[src/rtl/bus_sync_ctrl_if.sv]
// ---------------------------------------------------------------------------
// bus_sync_ctrl_if
// Groups the source-side bus, the consumer handshake and the status outputs
// of bus_sync_ctrl into one bundle.
//   master : environment side (drives source bus, enable, ready, clear)
//   slave  : bus_sync_ctrl side (drives captured word, valid, status)
// Signals:
//   UNSYNC_BUS [BUS_WIDTH] source-domain data, stable while BUS_EN is high
//   BUS_EN                 asynchronous level enable, rising edge = new word
//   DST_RDY                consumer ready
//   OVR_CLR                clears the sticky overrun flag
//   SYNC_BUS   [BUS_WIDTH] captured word
//   SYNC_VLD               captured word is valid
//   OVERRUN                sticky flag: a word was dropped
//   BUSY                   controller is waiting for the consumer
// ---------------------------------------------------------------------------
interface bus_sync_ctrl_if #(
    parameter int BUS_WIDTH = 8
);
    logic [BUS_WIDTH-1:0] UNSYNC_BUS;
    logic                 BUS_EN;
    logic                 DST_RDY;
    logic                 OVR_CLR;
    logic [BUS_WIDTH-1:0] SYNC_BUS;
    logic                 SYNC_VLD;
    logic                 OVERRUN;
    logic                 BUSY;

    modport master (
        output UNSYNC_BUS,
        output BUS_EN,
        output DST_RDY,
        output OVR_CLR,
        input  SYNC_BUS,
        input  SYNC_VLD,
        input  OVERRUN,
        input  BUSY
    );

    modport slave (
        input  UNSYNC_BUS,
        input  BUS_EN,
        input  DST_RDY,
        input  OVR_CLR,
        output SYNC_BUS,
        output SYNC_VLD,
        output OVERRUN,
        output BUSY
    );
endinterface

[src/rtl/bus_sync_ctrl.sv]
// ---------------------------------------------------------------------------
// bus_sync_ctrl
// Multi-bit bus synchronizer controller for one crossing into the CLK domain.
// BUS_EN is passed through a NUM_STAGES flop chain; its synchronized rising
// edge captures UNSYNC_BUS into a holding register, which is then offered to
// a consumer with a valid/ready handshake. A word arriving while the previous
// one is still unaccepted is dropped and flagged by the sticky OVERRUN bit.
// Ports:
//   CLK  destination-domain clock
//   RST  synchronous active-high reset
//   bus  bus_sync_ctrl_if.slave (UNSYNC_BUS, BUS_EN, DST_RDY, OVR_CLR in;
//        SYNC_BUS, SYNC_VLD, OVERRUN, BUSY out)
// All outputs come straight from flops; no input reaches an output
// combinationally.
// ---------------------------------------------------------------------------
module bus_sync_ctrl #(
    parameter int BUS_WIDTH  = 8,
    parameter int NUM_STAGES = 2
) (
    input  logic                 CLK,
    input  logic                 RST,
    bus_sync_ctrl_if.slave       bus
);

    generate
        if ((NUM_STAGES < 2) || (NUM_STAGES > 4)) begin : g_bad_stages
            $error("bus_sync_ctrl: NUM_STAGES must be in 2..4");
        end
    endgenerate

    typedef enum logic [0:0] {
        ST_IDLE = 1'b0,
        ST_WAIT = 1'b1
    } state_t;

    logic [NUM_STAGES-1:0] sync_r;
    logic                  en_prev_r;
    logic                  sync_en_s;
    logic                  en_pulse_s;

    state_t                state_r;
    state_t                state_nxt_s;
    logic [BUS_WIDTH-1:0]  sync_bus_r;
    logic [BUS_WIDTH-1:0]  sync_bus_nxt_s;
    logic                  sync_vld_r;
    logic                  sync_vld_nxt_s;
    logic                  overrun_r;
    logic                  overrun_nxt_s;
    logic                  ovr_set_s;

    assign sync_en_s  = sync_r[NUM_STAGES-1];
    // One-cycle pulse on the synchronized rising edge of BUS_EN.
    assign en_pulse_s = sync_en_s & ~en_prev_r;

    // Synchronizer chain on BUS_EN plus the edge-detect delay flop.
    always_ff @(posedge CLK) begin
        if (RST) begin
            sync_r    <= {NUM_STAGES{1'b0}};
            en_prev_r <= 1'b0;
        end else begin
            sync_r    <= {sync_r[NUM_STAGES-2:0], bus.BUS_EN};
            en_prev_r <= sync_en_s;
        end
    end

    // Next-state, holding-register and overrun decisions.
    always_comb begin
        state_nxt_s    = state_r;
        sync_bus_nxt_s = sync_bus_r;
        sync_vld_nxt_s = sync_vld_r;
        ovr_set_s      = 1'b0;

        case (state_r)
            ST_IDLE: begin
                if (en_pulse_s) begin
                    sync_bus_nxt_s = bus.UNSYNC_BUS;
                    sync_vld_nxt_s = 1'b1;
                    state_nxt_s    = ST_WAIT;
                end else begin
                    sync_vld_nxt_s = 1'b0;
                end
            end
            ST_WAIT: begin
                if (bus.DST_RDY) begin
                    if (en_pulse_s) begin
                        // Current word leaves and the new one is loaded at
                        // the same edge, so valid never drops.
                        sync_bus_nxt_s = bus.UNSYNC_BUS;
                        sync_vld_nxt_s = 1'b1;
                    end else begin
                        sync_vld_nxt_s = 1'b0;
                        state_nxt_s    = ST_IDLE;
                    end
                end else begin
                    if (en_pulse_s) begin
                        // Holding register is occupied: drop the new word.
                        ovr_set_s = 1'b1;
                    end else begin
                        ovr_set_s = 1'b0;
                    end
                end
            end
            default: begin
                state_nxt_s    = ST_IDLE;
                sync_vld_nxt_s = 1'b0;
            end
        endcase

        // Setting the flag wins over a simultaneous clear.
        if (ovr_set_s) begin
            overrun_nxt_s = 1'b1;
        end else if (bus.OVR_CLR) begin
            overrun_nxt_s = 1'b0;
        end else begin
            overrun_nxt_s = overrun_r;
        end
    end

    // FSM state and registered outputs; reset discards any pending word.
    always_ff @(posedge CLK) begin
        if (RST) begin
            state_r    <= ST_IDLE;
            sync_bus_r <= {BUS_WIDTH{1'b0}};
            sync_vld_r <= 1'b0;
            overrun_r  <= 1'b0;
        end else begin
            state_r    <= state_nxt_s;
            sync_bus_r <= sync_bus_nxt_s;
            sync_vld_r <= sync_vld_nxt_s;
            overrun_r  <= overrun_nxt_s;
        end
    end

    assign bus.SYNC_BUS = sync_bus_r;
    assign bus.SYNC_VLD = sync_vld_r;
    assign bus.OVERRUN  = overrun_r;
    assign bus.BUSY     = (state_r == ST_WAIT);

endmodule

[src/flat_wrapper.sv]
// flat-port wrapper written by rule: the top's interface ports become plain ports
module bus_sync_ctrl_flat 
#(
    parameter int BUS_WIDTH  = 8,
    parameter int NUM_STAGES = 2
)
  (CLK, RST, bus_UNSYNC_BUS, bus_BUS_EN, bus_DST_RDY, bus_OVR_CLR, bus_SYNC_BUS, bus_SYNC_VLD, bus_OVERRUN, bus_BUSY);
  bus_sync_ctrl_if #(.BUS_WIDTH(BUS_WIDTH)) bus_i ();
  input  logic CLK;
  input  logic RST;
  input wire logic [$bits(bus_i.UNSYNC_BUS)-1:0] bus_UNSYNC_BUS;
  input wire logic [$bits(bus_i.BUS_EN)-1:0] bus_BUS_EN;
  input wire logic [$bits(bus_i.DST_RDY)-1:0] bus_DST_RDY;
  input wire logic [$bits(bus_i.OVR_CLR)-1:0] bus_OVR_CLR;
  output wire logic [$bits(bus_i.SYNC_BUS)-1:0] bus_SYNC_BUS;
  output wire logic [$bits(bus_i.SYNC_VLD)-1:0] bus_SYNC_VLD;
  output wire logic [$bits(bus_i.OVERRUN)-1:0] bus_OVERRUN;
  output wire logic [$bits(bus_i.BUSY)-1:0] bus_BUSY;
  assign bus_i.UNSYNC_BUS = bus_UNSYNC_BUS;
  assign bus_i.BUS_EN = bus_BUS_EN;
  assign bus_i.DST_RDY = bus_DST_RDY;
  assign bus_i.OVR_CLR = bus_OVR_CLR;
  assign bus_SYNC_BUS = bus_i.SYNC_BUS;
  assign bus_SYNC_VLD = bus_i.SYNC_VLD;
  assign bus_OVERRUN = bus_i.OVERRUN;
  assign bus_BUSY = bus_i.BUSY;
  bus_sync_ctrl #(.BUS_WIDTH(BUS_WIDTH), .NUM_STAGES(NUM_STAGES)) u_core (.CLK(CLK), .RST(RST), .bus(bus_i));
endmodule
[config.mk]
export PLATFORM = sky130hd
export DESIGN_NAME = bus_sync_ctrl_flat
export DESIGN_NICKNAME = d
export VERILOG_FILES = /design/src/rtl/bus_sync_ctrl_if.sv /design/src/rtl/bus_sync_ctrl.sv /design/src/flat_wrapper.sv
export SDC_FILE = /design/constraint.sdc
export NUM_CORES = 1
export LEC_CHECK = 0
export ABC_AREA = 0
export CAP_MARGIN = 20
export CORE_MARGIN = 5
export CORE_UTILIZATION = 38
export DETAILED_ROUTE_END_ITERATION = 12
export GPL_ROUTABILITY_DRIVEN = 1
export PLACE_DENSITY_LB_ADDON = 0.15
export SYNTH_ARGS = -nofsm -noshare
export SYNTH_HDL_FRONTEND = slang
export SYNTH_SLANG_ARGS = --single-unit
[constraint.sdc]
create_clock -name CLK -period 1.3 [get_ports CLK]
set_clock_uncertainty 0.1 [all_clocks]
set_input_delay 0.195 -clock CLK [delete_from_list [all_inputs] [get_ports CLK]]
set_output_delay 0.195 -clock CLK [all_outputs]
set_load 0.05 [all_outputs]
==> flow_results.org <==
** Outcome
- The run finished with clean final reports.

** Synth
- Yosys reg bits :: 14
- Counting every net in the synthesized netlist gives 69.
- During synthesis, Yosys emitted a total of 0 warnings.
- Mean area per synthesized cell :: 9.12 sq um
- Netlist area before placement :: 510 sq um
- Cell variety after synth :: 13
- After Yosys synthesis, XOR and XNOR cells account for 0% of the synthesized area.
- Synth Area in Compound Gates :: roughly a fifth
- After synthesis, the share of cell area in mux cells is 0%.
- Summing the areas of all and, or, nand and nor instances in the mapped netlist gives 20.6% of the synthesized area.
- Dominant combinational cell family by area after synthesis :: simple AND/OR/NAND/NOR gates
- Adder-cell share of the synthesized area :: 0%
- Summing the sequential cell areas from Yosys gives between 50% and 60% of the chip area.
- Gate count of the mapped netlist :: 56

** Route
- After the first detailed-routing iteration, the DRC count stood at 6.
- In the routed design, unresolved DRC markers number 0.
- The first detailed-routing pass took 3 iterations.
- After detailed routing, the average wire length per cell comes to 12.6 microns.
- Wires add up to 1.23 mm.
- Once detail routing completed, the nets flagged for antenna violations numbered 0.
- Count of vias placed by the detailed router :: 485
- In the routed layout, each cell is associated on average with a via count of 5.00.

** Placement
- Port buffering added 23 buffers.
- Pre-CTS WS :: -84.8 ps
- GP Congestion :: ~0.66
- Detailed placement finished with a half-perimeter wire length of 884 microns.

** CTS
- CTS placed an instance of sky130_fd_sc_hd__clkbuf_4 at the clock tree root.
- Clock slew seen by the registers of the worst setup and hold paths :: around 80 ps
- The number of hold buffers added after CTS was 0.
- CTS sink count :: 14
- Post-CTS Repair Setup Buffers :: 0
- Total of cells resized after clock tree synthesis :: 0
- CTS Buffer Depth :: 2
- TritonCTS clock tree :: yes
- TritonCTS created 3 clock buffers.
- H-Tree Depth :: 1
- At the later pin of the worst-skew pair, clock insertion delay measures 270 ps.

** Timing
- For the final routed database, the setup TNS stands at 0 ps.
- Final worst path period share :: 88.6%
- Actual transition at the worst max-transition pin :: 357 ps
- Fin worst setup slack :: approximately 150 ps
- Static timing analysis puts the maximum clock frequency at 868 MHz.
- The worst path in the final design needs a cycle of 1150 ps, including I/O delays and setup.
- Finish-stage setup viols :: 0
- The max-slew violation count is 0.
- The number of hold violations in the final report came to 0.
- Worst hold margin :: 360 ps
- The worst pin sits at a relative slew slack of between 70% and 80%.
- Setup repair after global routing missed its margin :: false

** Floorplanning
- Die span in y :: 46.7 microns
- Starting density of the core :: 39.7%
- Die width :: 46.7 microns
- The die covers 2180 sq um.
- Core area :: 1280 sq um
- In this run the core area contains 13 standard-cell rows.
- I/O pins :: 24

** Worst setup path
- Top fanout value on the critical path :: 10
- CP max stage delay :: 390 ps
- Critical R2R Capture :: u_core.bus.SYNC_BUS[6]
- The worst setup path is launched from a flip-flop.
- Class of the most critical setup path :: reg -> reg
- STA classifies the critical path endpoint as a flip-flop.
- Critical path arrival :: about 1300 ps
- The worst register-to-register path begins at u_core.en_prev_r.
- R2r worst-path depth :: 3
- Cell chain of the critical path :: and2b_1 > nand3_1 > a21oi_1
- Slack of the worst reg-to-reg path :: 150 ps
- At the worst endpoint, the required time is around 1400 ps.
- The slowest stage of the critical path belongs to the cell sky130_fd_sc_hd__and2b_1.

** Cells and area
- # diodes :: 0
- Fraction of the core area covered by cells at the end of the flow :: 71.0%
- The final layout contains 96 nets.
- Area added between synthesis and finish :: 78.7%
- Cells with a size suffix above 1 make up 24.4% of the layout.

** Global route
- Global routing finished with a remaining overflow of 0.
- GRT Util Overall :: between 10% and 20%
- The number of antenna violations at the first check in global routing was 0.
- Largest net degree at the start of global routing :: 15
- The first global-routing pass estimated 1.91 mm of wire.
- Vias in the first global route :: ~440

** Min path
- Hold Path Stages :: 1
- The worst hold path begins at u_core.sync_r[0].
- End of the worst hold path :: u_core.sync_r[1]
- Tightest Hold Check Type :: reg -> reg

** Power and ir drop
- For this design the ratio of total power to cell area is about 1000 nW/um^2.
- Summed over all cells, the static leakage comes to between 0.3 and 0.4 nW.
- VDD sags by at most 0.659 mV.

** Run
- Across the run, the number of max-cap violations was 0.
==> critical path: cells and delay by family (launching register included) <==
kind,cells,cell delay [ps]
compound gates,1,150
flops,1,310
simple gates,2,530
==> layer usage <==
metal | global-route usage (%) | up-vias | wire, microns
met5 | 0 | - | 0
met4 | 8.29 | 0 | 9
met3 | 2.73 | 2 | 84
met2 | 17.0 | 12 | 569
met1 | 17.1 | 222 | 561
li1 | - | 249 | -
==> synth_stat cells (all sizes together) <==
library cell  count  area (sq um)
dfxtp            14           280
clkbuf            1          3.75
nand3             8          40.0
nor2b             5          33.8
nand2b            2          12.5
o21ai             8          40.0
a21oi            11          55.1
buf               3          26.3
nor2              1          3.75
nand2             2          7.51
and2b             1          7.51
==> cells in the final DEF (no fill, tap or decap), drive strengths merged <==
master | synthesis | routed
clkbuf | 1 | 4
clkdlybuf4s50 | 0 | 12
nand2b | 2 | 2
nand2 | 2 | 2
nor2b | 5 | 5
buf | 3 | 14
a21oi | 11 | 11
nand3 | 8 | 8
o21ai | 8 | 8
and2b | 1 | 1
nor2 | 1 | 1
dfxtp | 14 | 14
==> power breakdown <==
group	internal, W	switching [W]
Combinational	0.0000858	0.0000697
Clock	0.000170	0.000137
Sequential	0.000443	0.0000118
==> worst max-delay path by stage <==
stage / to / startpoint / slack, ps / depth (start not counted)
CTS: u_core.bus.SYNC_BUS[6] / u_core.en_prev_r / 140 / 3
global placement: u_core.bus.SYNC_BUS[2] / bus_DST_RDY / -40 / 5
floorplan: u_core.bus.SYNC_BUS[1] / u_core.bus.BUSY / 120 / 4
finish: u_core.bus.SYNC_BUS[6] / u_core.en_prev_r / 150 / 3
detailed placement: u_core.bus.SYNC_BUS[6] / bus_DST_RDY / -80 / 5
global route: u_core.bus.SYNC_BUS[4] / u_core.en_prev_r / 90 / 3
==> cell type report <==
cell class | count | area, sq um
Tap cell | 15 | 18.8
Sequential cell | 14 | 282
Fill cell | 99 | 373
Clock buffer | 4 | 36.3
Multi-Input combinational cell | 38 | 200
Timing Repair Buffer | 26 | 375
==> sequential cells by signal, summed over array words and instances (netlist names) <==
signal / flops
u_core.bus.SYNC_BUS: 8
u_core.sync_r: 2
u_core.bus.BUSY: 1
u_core.bus.OVERRUN: 1
u_core.bus.SYNC_VLD: 1
u_core.en_prev_r: 1
==> per-stage QoR <==
stage / instance area, sq um / power [W] / cells
final: 912 / 0.000918 / 97
after global routing: 912 / 0.000948 / 97
after CTS: 912 / 0.000923 / 97
after detailed placement: 876 / 0.000620 / 93
after global placement: 876 / 0.000619 / 93
after floorplan: 512 / 0.000527 / 56
==> logic make-up (layout without fill, tap and decap cells) <==
family,after synthesis,in the layout
compound gates,19,19
flops,14,14
simple gates,19,19
buf+inv,4,30
Power figures use the tool's default switching activity.
